### src/rtl/tt_sweep_pkg.sv
`default_nettype none
// ============================================================================
// Module      : tt_sweep_pkg
// Description : Shared types, defaults and helpers for the exhaustive
//               truth-table sweep / response-capture block.
// Revision    : 1.0 - initial release
// ============================================================================
package tt_sweep_pkg;

    // Sweep controller states
    typedef enum logic [1:0] {
        IDLE = 2'd0,
        WAIT = 2'd1,
        DONE = 2'd2
    } sweep_state_t;

    // Default signature configuration (CRC-16 style polynomial)
    localparam int          SIG_W_DEF    = 16;
    localparam logic [15:0] SIG_POLY_DEF = 16'h8005;

    // Number of exhaustive input patterns for an n-input netlist
    function automatic int npat(input int n);
        return 1 << n;
    endfunction

endpackage : tt_sweep_pkg
`default_nettype wire

### src/rtl/tt_sweep_capture_sig_misr.sv
`default_nettype none
// ============================================================================
// Module      : sig_misr
// Description : Single-bit-input Galois MISR. Each enabled cycle shifts the
//               signature left, folds the polynomial in when the MSB falls
//               out, and XORs the new response bit into bit 0.
// Revision    : 1.0 - initial release
// ============================================================================
module sig_misr
    import tt_sweep_pkg::*;
#(
    parameter int               SIG_W    = SIG_W_DEF,
    parameter logic [SIG_W-1:0] SIG_POLY = SIG_W'(SIG_POLY_DEF)
) (
    input  logic             clk,
    input  logic             rst,
    input  logic             clr,
    input  logic             en,
    input  logic             din,
    output logic [SIG_W-1:0] sig
);

    logic [SIG_W-1:0] sig_q;
    logic [SIG_W-1:0] sig_d;

    // Next signature: clear wins over compaction
    always_comb begin
        sig_d = sig_q;
        if (clr) begin
            sig_d = '0;
        end else if (en) begin
            sig_d = {sig_q[SIG_W-2:0], 1'b0}
                  ^ (sig_q[SIG_W-1] ? SIG_POLY : '0)
                  ^ {{(SIG_W-1){1'b0}}, din};
        end
    end

    // Signature register
    always_ff @(posedge clk or posedge rst) begin
        if (rst) begin
            sig_q <= '0;
        end else begin
            sig_q <= sig_d;
        end
    end

    assign sig = sig_q;

endmodule : sig_misr
`default_nettype wire

### src/rtl/tt_sweep_capture.sv
`default_nettype none
// ============================================================================
// Module      : tt_sweep_capture
// Description : Drives every input pattern of a small combinational netlist
//               in ascending order, holds each for SETTLE+1 cycles, samples
//               the single output into a truth table, compacts the responses
//               into a MISR signature and flags a difference against an
//               expected table latched at start.
// Revision    : 1.0 - initial release
// ============================================================================
module tt_sweep_capture
    import tt_sweep_pkg::*;
#(
    parameter int               N_IN     = 2,
    parameter int               SETTLE   = 0,
    parameter int               SIG_W    = SIG_W_DEF,
    parameter logic [SIG_W-1:0] SIG_POLY = SIG_W'(SIG_POLY_DEF)
) (
    input  logic                    clk,
    input  logic                    rst,
    input  logic                    start,
    input  logic [npat(N_IN)-1:0]   exp_tt,
    output logic [N_IN-1:0]         dut_in,
    input  logic                    dut_out,
    output logic                    busy,
    output logic                    done,
    output logic [npat(N_IN)-1:0]   tt,
    output logic [SIG_W-1:0]        sig,
    output logic                    mismatch
);

    localparam int               NPAT     = npat(N_IN);
    localparam int               WCW      = (SETTLE > 0) ? $clog2(SETTLE + 1) : 1;
    localparam logic [WCW-1:0]   SETTLE_W = WCW'(SETTLE);
    localparam logic [N_IN-1:0]  CNT_LAST = {N_IN{1'b1}};

    sweep_state_t      state_q, state_d;
    logic [N_IN-1:0]   cnt_q, cnt_d;
    logic [WCW-1:0]    wcnt_q, wcnt_d;
    logic [NPAT-1:0]   tt_q, tt_d;
    logic [NPAT-1:0]   exp_q, exp_d;
    logic              mismatch_q, mismatch_d;
    logic              misr_clr;
    logic              misr_en;

    // Next-state, counter, capture and compare logic
    always_comb begin
        state_d    = state_q;
        cnt_d      = cnt_q;
        wcnt_d     = wcnt_q;
        tt_d       = tt_q;
        exp_d      = exp_q;
        mismatch_d = mismatch_q;
        misr_clr   = 1'b0;
        misr_en    = 1'b0;

        case (state_q)
            IDLE: begin
                if (start) begin
                    tt_d       = '0;
                    mismatch_d = 1'b0;
                    exp_d      = exp_tt;
                    cnt_d      = '0;
                    wcnt_d     = '0;
                    misr_clr   = 1'b1;
                    state_d    = WAIT;
                end
            end
            WAIT: begin
                if (wcnt_q < SETTLE_W) begin
                    wcnt_d = wcnt_q + WCW'(1);
                end else begin
                    // Last edge of the hold window: capture the response
                    tt_d[cnt_q] = dut_out;
                    misr_en     = 1'b1;
                    if (cnt_q == CNT_LAST) begin
                        // Compare against the table including this final sample
                        mismatch_d = (tt_d != exp_q);
                        state_d    = DONE;
                    end else begin
                        cnt_d  = cnt_q + N_IN'(1);
                        wcnt_d = '0;
                    end
                end
            end
            DONE: begin
                state_d = IDLE;
            end
            default: begin
                state_d = IDLE;
            end
        endcase
    end

    // State, counters and captured results
    always_ff @(posedge clk or posedge rst) begin
        if (rst) begin
            state_q    <= IDLE;
            cnt_q      <= '0;
            wcnt_q     <= '0;
            tt_q       <= '0;
            exp_q      <= '0;
            mismatch_q <= 1'b0;
        end else begin
            state_q    <= state_d;
            cnt_q      <= cnt_d;
            wcnt_q     <= wcnt_d;
            tt_q       <= tt_d;
            exp_q      <= exp_d;
            mismatch_q <= mismatch_d;
        end
    end

    sig_misr #(
        .SIG_W    (SIG_W),
        .SIG_POLY (SIG_POLY)
    ) u_misr (
        .clk (clk),
        .rst (rst),
        .clr (misr_clr),
        .en  (misr_en),
        .din (dut_out),
        .sig (sig)
    );

    // Outputs decode straight from registered state so they are glitch-free
    assign dut_in   = (state_q == WAIT) ? cnt_q : '0;
    assign busy     = (state_q == WAIT);
    assign done     = (state_q == DONE);
    assign tt       = tt_q;
    assign mismatch = mismatch_q;

endmodule : tt_sweep_capture
`default_nettype wire

### config.mk
export PLATFORM = sky130hd
export DESIGN_NAME = tt_sweep_capture
export DESIGN_NICKNAME = d
export VERILOG_FILES = /design/src/rtl/tt_sweep_pkg.sv /design/src/rtl/tt_sweep_capture_sig_misr.sv /design/src/rtl/tt_sweep_capture.sv
export SDC_FILE = /design/constraint.sdc
export NUM_CORES = 1
export LEC_CHECK = 0
export BUFFER_PORTS_ARGS = -buffer_cell sky130_fd_sc_hd__buf_2
export CAP_MARGIN = 20
export CORE_ASPECT_RATIO = 0.6
export CORE_MARGIN = 5
export CORE_UTILIZATION = 45
export DETAILED_ROUTE_END_ITERATION = 8
export PLACE_DENSITY = 0.81
export SYNTH_ARGS = -nofsm -noshare
export SYNTH_HDL_FRONTEND = slang
export SYNTH_HIERARCHICAL = 1
export SYNTH_SLANG_ARGS = --single-unit
### constraint.sdc
create_clock -name clk -period 1.4 [get_ports clk]
set_input_delay 0 -clock clk [delete_from_list [all_inputs] [get_ports clk]]
set_output_delay 0 -clock clk [all_outputs]
set_load 0.01 [all_outputs]
==> results of run 1 <==
## cells in the mapped netlist, types with 2 or more instances
library cell	instances	area, um^2
a211oi_2	2	25.0
inv_1	5	18.8
nor2_2	3	18.8
mux2i_1	18	180
ha_1	4	50.1
a22o_1	5	43.8
mux2_2	9	101
and2_1	3	18.8
xnor2_1	6	52.6
buf_6	2	22.5
dfrtp_1	29	726
nor2_1	13	48.8
## registers in the layout, summed over array words and instances, names as in the netlist
name / count
u_misr/sig: 16
exp_q: 4
tt: 4
cnt_q: 2
state_q: 2
mismatch: 1
## per-layer routing
layer / vias to the layer above / global-route usage
met2: 29 / 0.278
met1: 520 / 0.206
met4: 0 / 0.101
met5: - / 0
li1: 489 / -
met3: 7 / 0.0428
## cell families (layout without fill, tap and decap cells)
| logic type | count (synthesis) | in the layout |
|---|---|---|
| muxes | 27 | 27 |
| DFF | 29 | 29 |
| xor gates and xnor gates | 6 | 6 |
| AOI/OAI and AO/OA | 12 | 12 |
| and+or+nand+nor | 26 | 26 |
| adders and majority gates | 4 | 4 |
| buffers and inverters | 10 | 63 |
## path summary, 6_finish.rpt
check / startpoint / to
min in group asynchronous: rst / tt[2]
max: cnt_q[0] / mismatch
max in group asynchronous: rst / u_misr/sig[12]
min reg2reg: u_misr/sig[6] / u_misr/sig[7]
min: dut_out / u_misr/sig[0]
max reg2reg: cnt_q[0] / mismatch
## per-stage QoR
step | util | area, um^2 | setup TNS (ns)
2_1_floorplan | - | 1450 | -0.0525
3_3_place_gp | 0.572 | 1700 | -0.0978
3_5_place_dp | 0.572 | 1700 | -0.524
4_1_cts | 0.633 | 1880 | -0.625
5_1_grt | 0.642 | 1900 | -0.725
6_report | 0.642 | 1900 | -0.462
## power by group through the flow
| stage | sequential (uW) | clock [uW] | combinational [uW] |
|---|---|---|---|
| CTS | 1480 | 703 | 2290 |
| global route | 1530 | 734 | 2570 |
| global placement | 1450 | 0 | 2000 |
| floorplan | 1510 | 0 | 1430 |
| detailed placement | 1480 | 0 | 2130 |
| finish | 1490 | 689 | 2370 |
## repair_timing
action,CTS,global route
endpoints found under the hold margin,33,0
pin swaps,5,3
setup endpoints to repair,6,6
gates resized for setup,9,6
hold buffers,5,0
setup buffers,2,1
## final cells by class
class	count	area, um^2
Tap cell	42	52.6
Fill cell	228	1060
Clock buffer	7	86.3
Timing Repair Buffer	51	327
Inverter	5	18.8
Multi-Input combinational cell	75	693
Sequential cell	29	727
## critical path, delay by kind of cell (launching register included)
family / cells / cell delay [ns]
adder cells (fa/ha/maj): 1 / 0.15
AO/OA/AOI/OAI: 1 / 0.31
flip-flops: 1 / 0.44
buffers and inverters: 1 / 0.13
multiplexers: 1 / 0.21
XOR/XNOR: 1 / 0.12
AND/OR/NAND/NOR: 1 / 0.09
==> impl_metrics.tcl, run 1 <==
set metrics [dict create \
    status "complete, but fails checks" \
    violations "negative setup slack" \
    clk_pin_slew_ns 0.06 \
    power.share.clock 0.152 \
    synth-xor-area-share 0.0365 \
    synth_top_family_by_area "multiplexers" \
    min_path_type "input port to flop" \
    cts_tree "built" \
    fin_worst_skew_ns 0.00465 \
    muxShareOfSynthArea 0.195 \
    combPwrFrac 0.521 \
    synth_edf_count 0 \
    arrival_ns 1.72 \
    synth_compound_area_frac 0.0730 \
    power.total_uw 4540 \
    yosysWarnings 6 \
    critPathMaxStageDelay_ns 0.44 \
    overflow 0 \
    grt_use_total 0.168 \
    dr_total_vias 1045 \
    viasPerCell 5.00 \
    drt-met1-wl_mm 1.52 \
    reg2reg_depth 6 \
    powerDensity_nw_per_um2 2390 \
    placementRows 15 \
    die_x_um 83.0 \
    ios 33 \
    dp_hpwl_mm 2.48 \
    fin_crit_ns 1.57 \
    firstDrtPassIters 6 \
    worst_slew_pin_slew_ns 0.623 \
    relSlewSlack 0.584 \
    async_flop_share 1.00 \
    fin_cells 209 \
    num_antenna_cells 0 \
    ir_drop_v 0.00120 \
    cts_buffer_depth 2 \
    synth_seq_cells 29 \
    crit_slowest_cell "dfrtp_2" \
    syn_nets 126 \
    syn_area_um2 1440 \
    p_int_uw 2790 \
    whs_ns 0.163 \
    fmax_ghz 0.639 \
    critPathKind "flop to flop" \
    finalCritPeriodShare 1.12 \
    synth_simple_gate_area_frac 0.107 \
    synth_fa_ha_area_frac 0.0348 \
    synth_flop_cell "dfrtp_1" \
    p_leak_uw 0.000984 \
    placed_cells 195 \
    final-setup-viol-count 6 \
    endpoint_kind "flop" \
    clk_latency_ns 0.28 \
    r2r_slack_ns -0.17 \
    start_util 0.486 \
    whs_path_depth 3 \
    dieArea_um2 4470 \
    pre_cts_slack_ns -0.298 \
    grt_antenna_before_repair 0 \
    wl_per_cell_um 16.0 \
    grt_pass1_wl_mm 5.57 \
    path_max_fanout 4 \
    fin_nets 179 \
    drv_cap 0 \
    htreeDepth 2 \
    grt_pass1_vias 1116 \
    cts-buffers-inserted 5 \
    syn_to_final_growth_pct 32.2 \
    critPathLaunchType "flop" \
    mostFrequentLayoutCells "buf_2, dfrtp_1, mux2i_1" \
    rsz0062_at_grt "yes" \
    hold_viol_final 0 \
    top_layer "met4" \
    dr.first_iter.drc_count 69 \
    clock-root-buffer "clkbuf_8" \
    avgSynthCellArea_um2 12.6 \
    yosysUniqueCellTypes 27 \
    critPathRequiredTime_ns 1.56 \
    gp_congestion 0.834 \
    core_region_area_um2 2970 \
    wl_met3_um 144 \
    layout_setup_ws_ns -0.165 \
    drtAntennaViolNets 0 \
    cp_cell_sequence "buf_6 > ha_4 > mux2i_2 > xnor2_1 > o41ai_2 > nand2_1" \
    switching_share 0.385 \
    netlist_instances 114 \
    cts_num_sinks 29 \
    final_common_cell "buf_2" \
    netSwitchingPower_uw 1750 \
    die_h_um 53.8 \
    slew_viol_final 0 \
    wirelength_mm 3.35 \
    drive_gt1_frac 0.485 \
    wl_met2_mm 1.61 \
    p_seq_frac 0.327 \
    grt_max_degree 17 \
    drc 0 \
    port_buffers 32 \
    ys_seq_area_frac 0.504 \
]
No activity file was read; power rests on OpenSTA's default activity.
==> run 2, diff against run 1 <==
Settings changed: CELL_PAD_IN_SITES_DETAIL_PLACEMENT from default to 0, CELL_PAD_IN_SITES_GLOBAL_PLACEMENT from default to 1, CORE_UTILIZATION 45 to 38, MAX_ROUTING_LAYER from default to met4, PLACE_DENSITY 0.81 to 0.85.
==> run 2 against run 1 <==
  * The run still ends with negative setup slack left
  * Final cell count rose by 1.4%
  * Sequential share of layout area is 0.28 points higher
  * Via count shrank 2.2%
  * Cell area fell by 0.72%
  * Clock power rose by 8.3%
  * Non-clock buffer count down 3
  * First-iteration DRC count decreased by 36%
  * Register-to-register slack gained 0.08 ns
  * Sequential power about the same
  * Clock skew down 0.0011 ns
==> impl_metrics.tcl, run 2 (synthesized netlist as in run 1, its figures left out) <==
set metrics [dict create \
    status "complete, but fails checks" \
    violations "negative setup slack" \
    clk_pin_slew_ns 0.06 \
    fmax_ghz 0.673 \
    hold_viol_final 0 \
    syn_to_final_growth_pct 31.3 \
    wirelength_mm 3.09 \
    cts_num_sinks 29 \
    htreeDepth 2 \
    grt_antenna_before_repair 0 \
    min_path_type "input port to flop" \
    worst-path-buf-inv 1 \
    final_common_cell "buf_2" \
    ios 33 \
    critPathKind "flop to flop" \
    rsz0062_at_grt "yes" \
    fin_crit_ns 1.49 \
    critPathRequiredTime_ns 1.56 \
    crit_slowest_cell "dfrtp_1" \
    dr.first_iter.drc_count 44 \
    drtAntennaViolNets 0 \
    grt_pass1_vias 1035 \
    placed_cell_area_um2 1690 \
    dp_hpwl_mm 2.31 \
    p_int_uw 2770 \
    final_area_um2 1890 \
    mostFrequentLayoutCells "buf_2, dfrtp_1, mux2i_1" \
    die_x_um 89.5 \
    wl_per_cell_um 14.6 \
    viasPerCell 4.82 \
    port_buffers 32 \
    cts-buffers-inserted 5 \
    critPathMaxStageDelay_ns 0.40 \
    drc 0 \
    final-setup-viol-count 2 \
    firstDrtPassIters 6 \
    combPwrFrac 0.496 \
    start_util 0.394 \
    p_leak_uw 0.000976 \
    layout_setup_ws_ns -0.0866 \
    gp_congestion 0.752 \
    switching_share 0.375 \
    grt_max_degree 17 \
    fin_worst_skew_ns 0.00350 \
    finalCritPeriodShare 1.06 \
    dieArea_um2 5160 \
    reg2reg_depth 6 \
    core_region_area_um2 3660 \
    dr_total_vias 1022 \
    powerDensity_nw_per_um2 2340 \
    cts_buffer_depth 2 \
    num_antenna_cells 0 \
    fin_nets 176 \
    cts_tree "built" \
    overflow 0 \
    arrival_ns 1.65 \
    p_seq_frac 0.335 \
    path_max_fanout 3 \
    critPathTopFamily "flip-flops" \
    cp_cell_sequence "inv_2 > ha_4 > mux2i_2 > xnor2_1 > o41ai_2 > nand2_1" \
    critPathLaunchType "flop" \
    relSlewSlack 0.593 \
    clk_latency_ns 0.28 \
    grt_pass1_wl_mm 5.05 \
    drive_gt1_frac 0.479 \
    clock-root-buffer "clkbuf_8" \
    num-fill-cells 339 \
    seqCellArea_um2 727 \
    ir_drop_v 0.00106 \
    netSwitchingPower_uw 1660 \
    power.total_uw 4430 \
    grt_use_total 0.133 \
    worst_slew_pin_slew_ns 0.610 \
    whs_path_depth 3 \
    slew_viol_final 0 \
    multiInputGateArea_um2 688 \
    power.share.clock 0.168 \
    drv_cap 0 \
    cp.depth 6 \
    largest_reg_flops 16 \
    die_h_um 57.7 \
    endpoint_kind "flop" \
    placementRows 17 \
]
## run 2: per-stage QoR
stage               hold slack (ns)  worst slack [ns]   util  cells  TNS [ns]
floorplan                    -0.123           -0.0525      -    114   -0.0525
global placement             0.0545           -0.0941  0.461    198    -0.123
detailed placement           0.0686            -0.137  0.461    198    -0.210
CTS                           0.130            -0.118  0.514    212    -0.159
global route                  0.152            -0.201  0.517    212    -0.376
finish                        0.133           -0.0866  0.517    212    -0.138
## run 2: worst paths after layout
| kind | from | end | slack, ns |
|---|---|---|---|
| worst max register to register | cnt_q[1] | mismatch | -0.09 |
| min in group asynchronous | rst | tt[3] | 0.31 |
| max in group asynchronous | rst | u_misr/sig[13] | 0.65 |
| worst min-delay path | dut_out | u_misr/sig[0] | 0.13 |
| worst min register to register | mismatch | mismatch | 0.54 |
| worst max-delay path | cnt_q[1] | mismatch | -0.09 |
## run 2: layer usage
| metal | wire (um) | vias up | global-route usage |
|---|---|---|---|
| met2 | 1490 | 17 | 0.196 |
| li1 | - | 486 | - |
| met1 | 1450 | 515 | 0.175 |
| met3 | 104 | 4 | 0.0327 |
| met4 | 41 | 0 | 0.0573 |
| met5 | 0 | - | - |
## run 2: tightest hold or removal path: cells and delay by family
kind | cells | cell delay (ns)
XOR/XNOR | 1 | 0.15
AO/OA/AOI/OAI | 1 | 0.07
buffers and inverters | 1 | 0.15
## run 2: final cells by class
| class | count | share of cell area |
|---|---|---|
| sequential | 29 | 0.385 |
| multi-input combinational | 75 | 0.364 |
| timing repair buffer | 48 | 0.157 |
| clock buffer | 7 | 0.0510 |
| tap | 47 | 0.0311 |
| inverter | 5 | 0.00993 |
| clock inverter | 1 | 0.00265 |
## run 2: power groups by stage
stage | logic [uW] | registers, uW | clock network (uW)
floorplan | 1430 | 1510 | 0
global placement | 1970 | 1460 | 0
detailed placement | 2030 | 1480 | 0
CTS | 2150 | 1480 | 762
global route | 2390 | 1530 | 815
finish | 2200 | 1480 | 746
## run 2: timing repair
| item | in CTS | in global routing |
|---|---|---|
| hold buffers | 5 | 0 |
| pin swaps | 1 | 0 |
| endpoints found under the hold margin | 33 | 0 |
| resized for setup | 9 | 2 |
| setup buffers | 1 | 0 |
| endpoints found under the setup margin | 3 | 4 |
==> run 3, diff against run 2 <==
Settings changed: CORE_ASPECT_RATIO 0.6 to 1.25, PLACE_DENSITY 0.85 to default, PLACE_DENSITY_LB_ADDON from default to 0.12.
==> run 3 against run 2 <==
  * The flow still finishes with violations (negative setup slack)
  * Global-route usage rose by 0.35 points
  * Clock skew is 0.00063 ns lower
  * Critical path depth stayed put
  * Setup slack worse by 0.072 ns
  * Register-to-register slack lost 0.07 ns
  * Maximum frequency fell by 4.6%
==> impl_metrics.tcl, run 3 (synthesized netlist as in run 1, its figures left out) <==
set metrics [dict create \
    p_seq_frac 0.332 \
    crit_start "cnt_q[1]" \
    arrival_ns 1.71 \
    die_h_um 78.8 \
    min_path_type "input port to flop" \
    cts-buffers-inserted 5 \
    final_area_um2 1890 \
    fin_crit_ns 1.56 \
    clock-root-buffer "clkbuf_8" \
    ios 33 \
    clk_pin_slew_ns 0.06 \
    grt_pass1_vias 1081 \
    drive_gt1_frac 0.470 \
    min_from "dut_out" \
    grt_use_total 0.137 \
    grt_pass1_wl_mm 5.01 \
    grt_antenna_before_repair 0 \
    worst_slew_pin_slew_ns 0.625 \
    endpoint_kind "flop" \
    relSlewSlack 0.583 \
    slew_viol_final 0 \
    critPathLaunchType "flop" \
    critPathKind "flop to flop" \
    cts_tree "built" \
    final-setup-viol-count 3 \
    hold_viol_final 0 \
    powerDensity_nw_per_um2 2330 \
    power.share.clock 0.155 \
    start_util 0.387 \
    layout_setup_ws_ns -0.158 \
    placed_cell_area_um2 1700 \
    port_buffers 32 \
    viasPerCell 5.00 \
    clk_latency_ns 0.28 \
    combPwrFrac 0.513 \
    drc 0 \
    ir_drop_v 0.000948 \
    dr_total_vias 1039 \
    power.total_uw 4420 \
    mostFrequentLayoutCells "buf_2, dfrtp_1, mux2i_1" \
    overflow 0 \
    drv_cap 0 \
    reg2reg_from "cnt_q[1]" \
    violations "negative setup slack" \
    cts_buffer_depth 2 \
    wirelength_mm 3.17 \
    rsz0062_at_grt "yes" \
    drtAntennaViolNets 0 \
    status "complete, but fails checks" \
    final_common_cell "buf_2" \
    dieArea_um2 5130 \
    grt_max_degree 17 \
    finalCritPeriodShare 1.11 \
    cts_num_sinks 29 \
    netSwitchingPower_uw 1640 \
    p_leak_uw 0.000988 \
    num_antenna_cells 0 \
    path_max_fanout 4 \
    die_x_um 65.1 \
    gp_congestion 0.762 \
    fmax_ghz 0.642 \
    dr.first_iter.drc_count 26 \
    wl_per_cell_um 15.2 \
    largest_reg_flops 16 \
    critPathRequiredTime_ns 1.56 \
    switching_share 0.372 \
    syn_to_final_growth_pct 31.5 \
    placementRows 25 \
    fin_worst_skew_ns 0.00287 \
    fin_nets 180 \
    htreeDepth 2 \
    dp_hpwl_mm 2.28 \
    p_int_uw 2780 \
    firstDrtPassIters 2 \
    core_region_area_um2 3720 \
]
-- run 3: metal layers --
layer	wire length, um	share of wire	vias up	GRT usage
met5	0	0	-	-
met4	79	0.025	0	0.0685
met3	174	0.055	9	0.0481
met2	1660	0.53	27	0.232
met1	1250	0.39	509	0.139
li1	-	-	494	-
-- run 3: worst paths after layout --
path | to | cells after the start | slack (ns)
min in group asynchronous | exp_q[2] | 3 | 0.31
max in group asynchronous | u_misr/sig[7] | 3 | 0.64
worst min register to register | u_misr/sig[3] | 2 | 0.54
worst max-delay path | mismatch | 6 | -0.16
worst max register to register | mismatch | 6 | -0.16
worst min-delay path | u_misr/sig[0] | 3 | 0.15
-- run 3: layout make-up --
type | instances | area (um^2)
Timing Repair Buffer | 52 | 334
Multi-Input combinational cell | 75 | 677
Tap cell | 40 | 50.0
Clock buffer | 7 | 86.3
Fill cell | 366 | 1830
Sequential cell | 29 | 727
Inverter | 5 | 18.8
-- run 3: timing repair --
| item | in CTS | in global routing |
|---|---|---|
| hold buffers | 5 | 0 |
| pin swaps | 0 | 4 |
| buffers inserted | 0 | 3 |
| endpoints found under the setup margin | 6 | 9 |
| endpoints found under the hold margin | 33 | 0 |
| gates resized for setup | 7 | 4 |
-- run 3: critical path, stage by stage (launching register included) --
cell and delay [ns]:
dfrtp_1 0.43, inv_2 0.13, ha_4 0.16, mux2i_1 0.23
xnor2_1 0.11, o41ai_1 0.29, nand2_1 0.09
-- run 3: power groups by stage --
stage | combinational, uW | clock, uW | sequential (uW)
after floorplan | 1430 | 0 | 1510
after global placement | 2070 | 0 | 1460
after detailed placement | 2110 | 0 | 1470
after CTS | 2180 | 710 | 1470
after global routing | 2470 | 752 | 1520
final | 2270 | 686 | 1460
-- run 3: stage by stage --
step	util	std cells	setup TNS (ns)	hold slack, ns	worst slack [ns]
after floorplan	-	114	-0.0525	-0.123	-0.0525
after global placement	0.457	194	-0.152	0.0659	-0.113
after detailed placement	0.457	194	-0.343	0.0750	-0.165
after CTS	0.499	206	-0.270	0.149	-0.158
after global routing	0.509	208	-0.440	0.165	-0.241
final	0.509	208	-0.208	0.147	-0.158
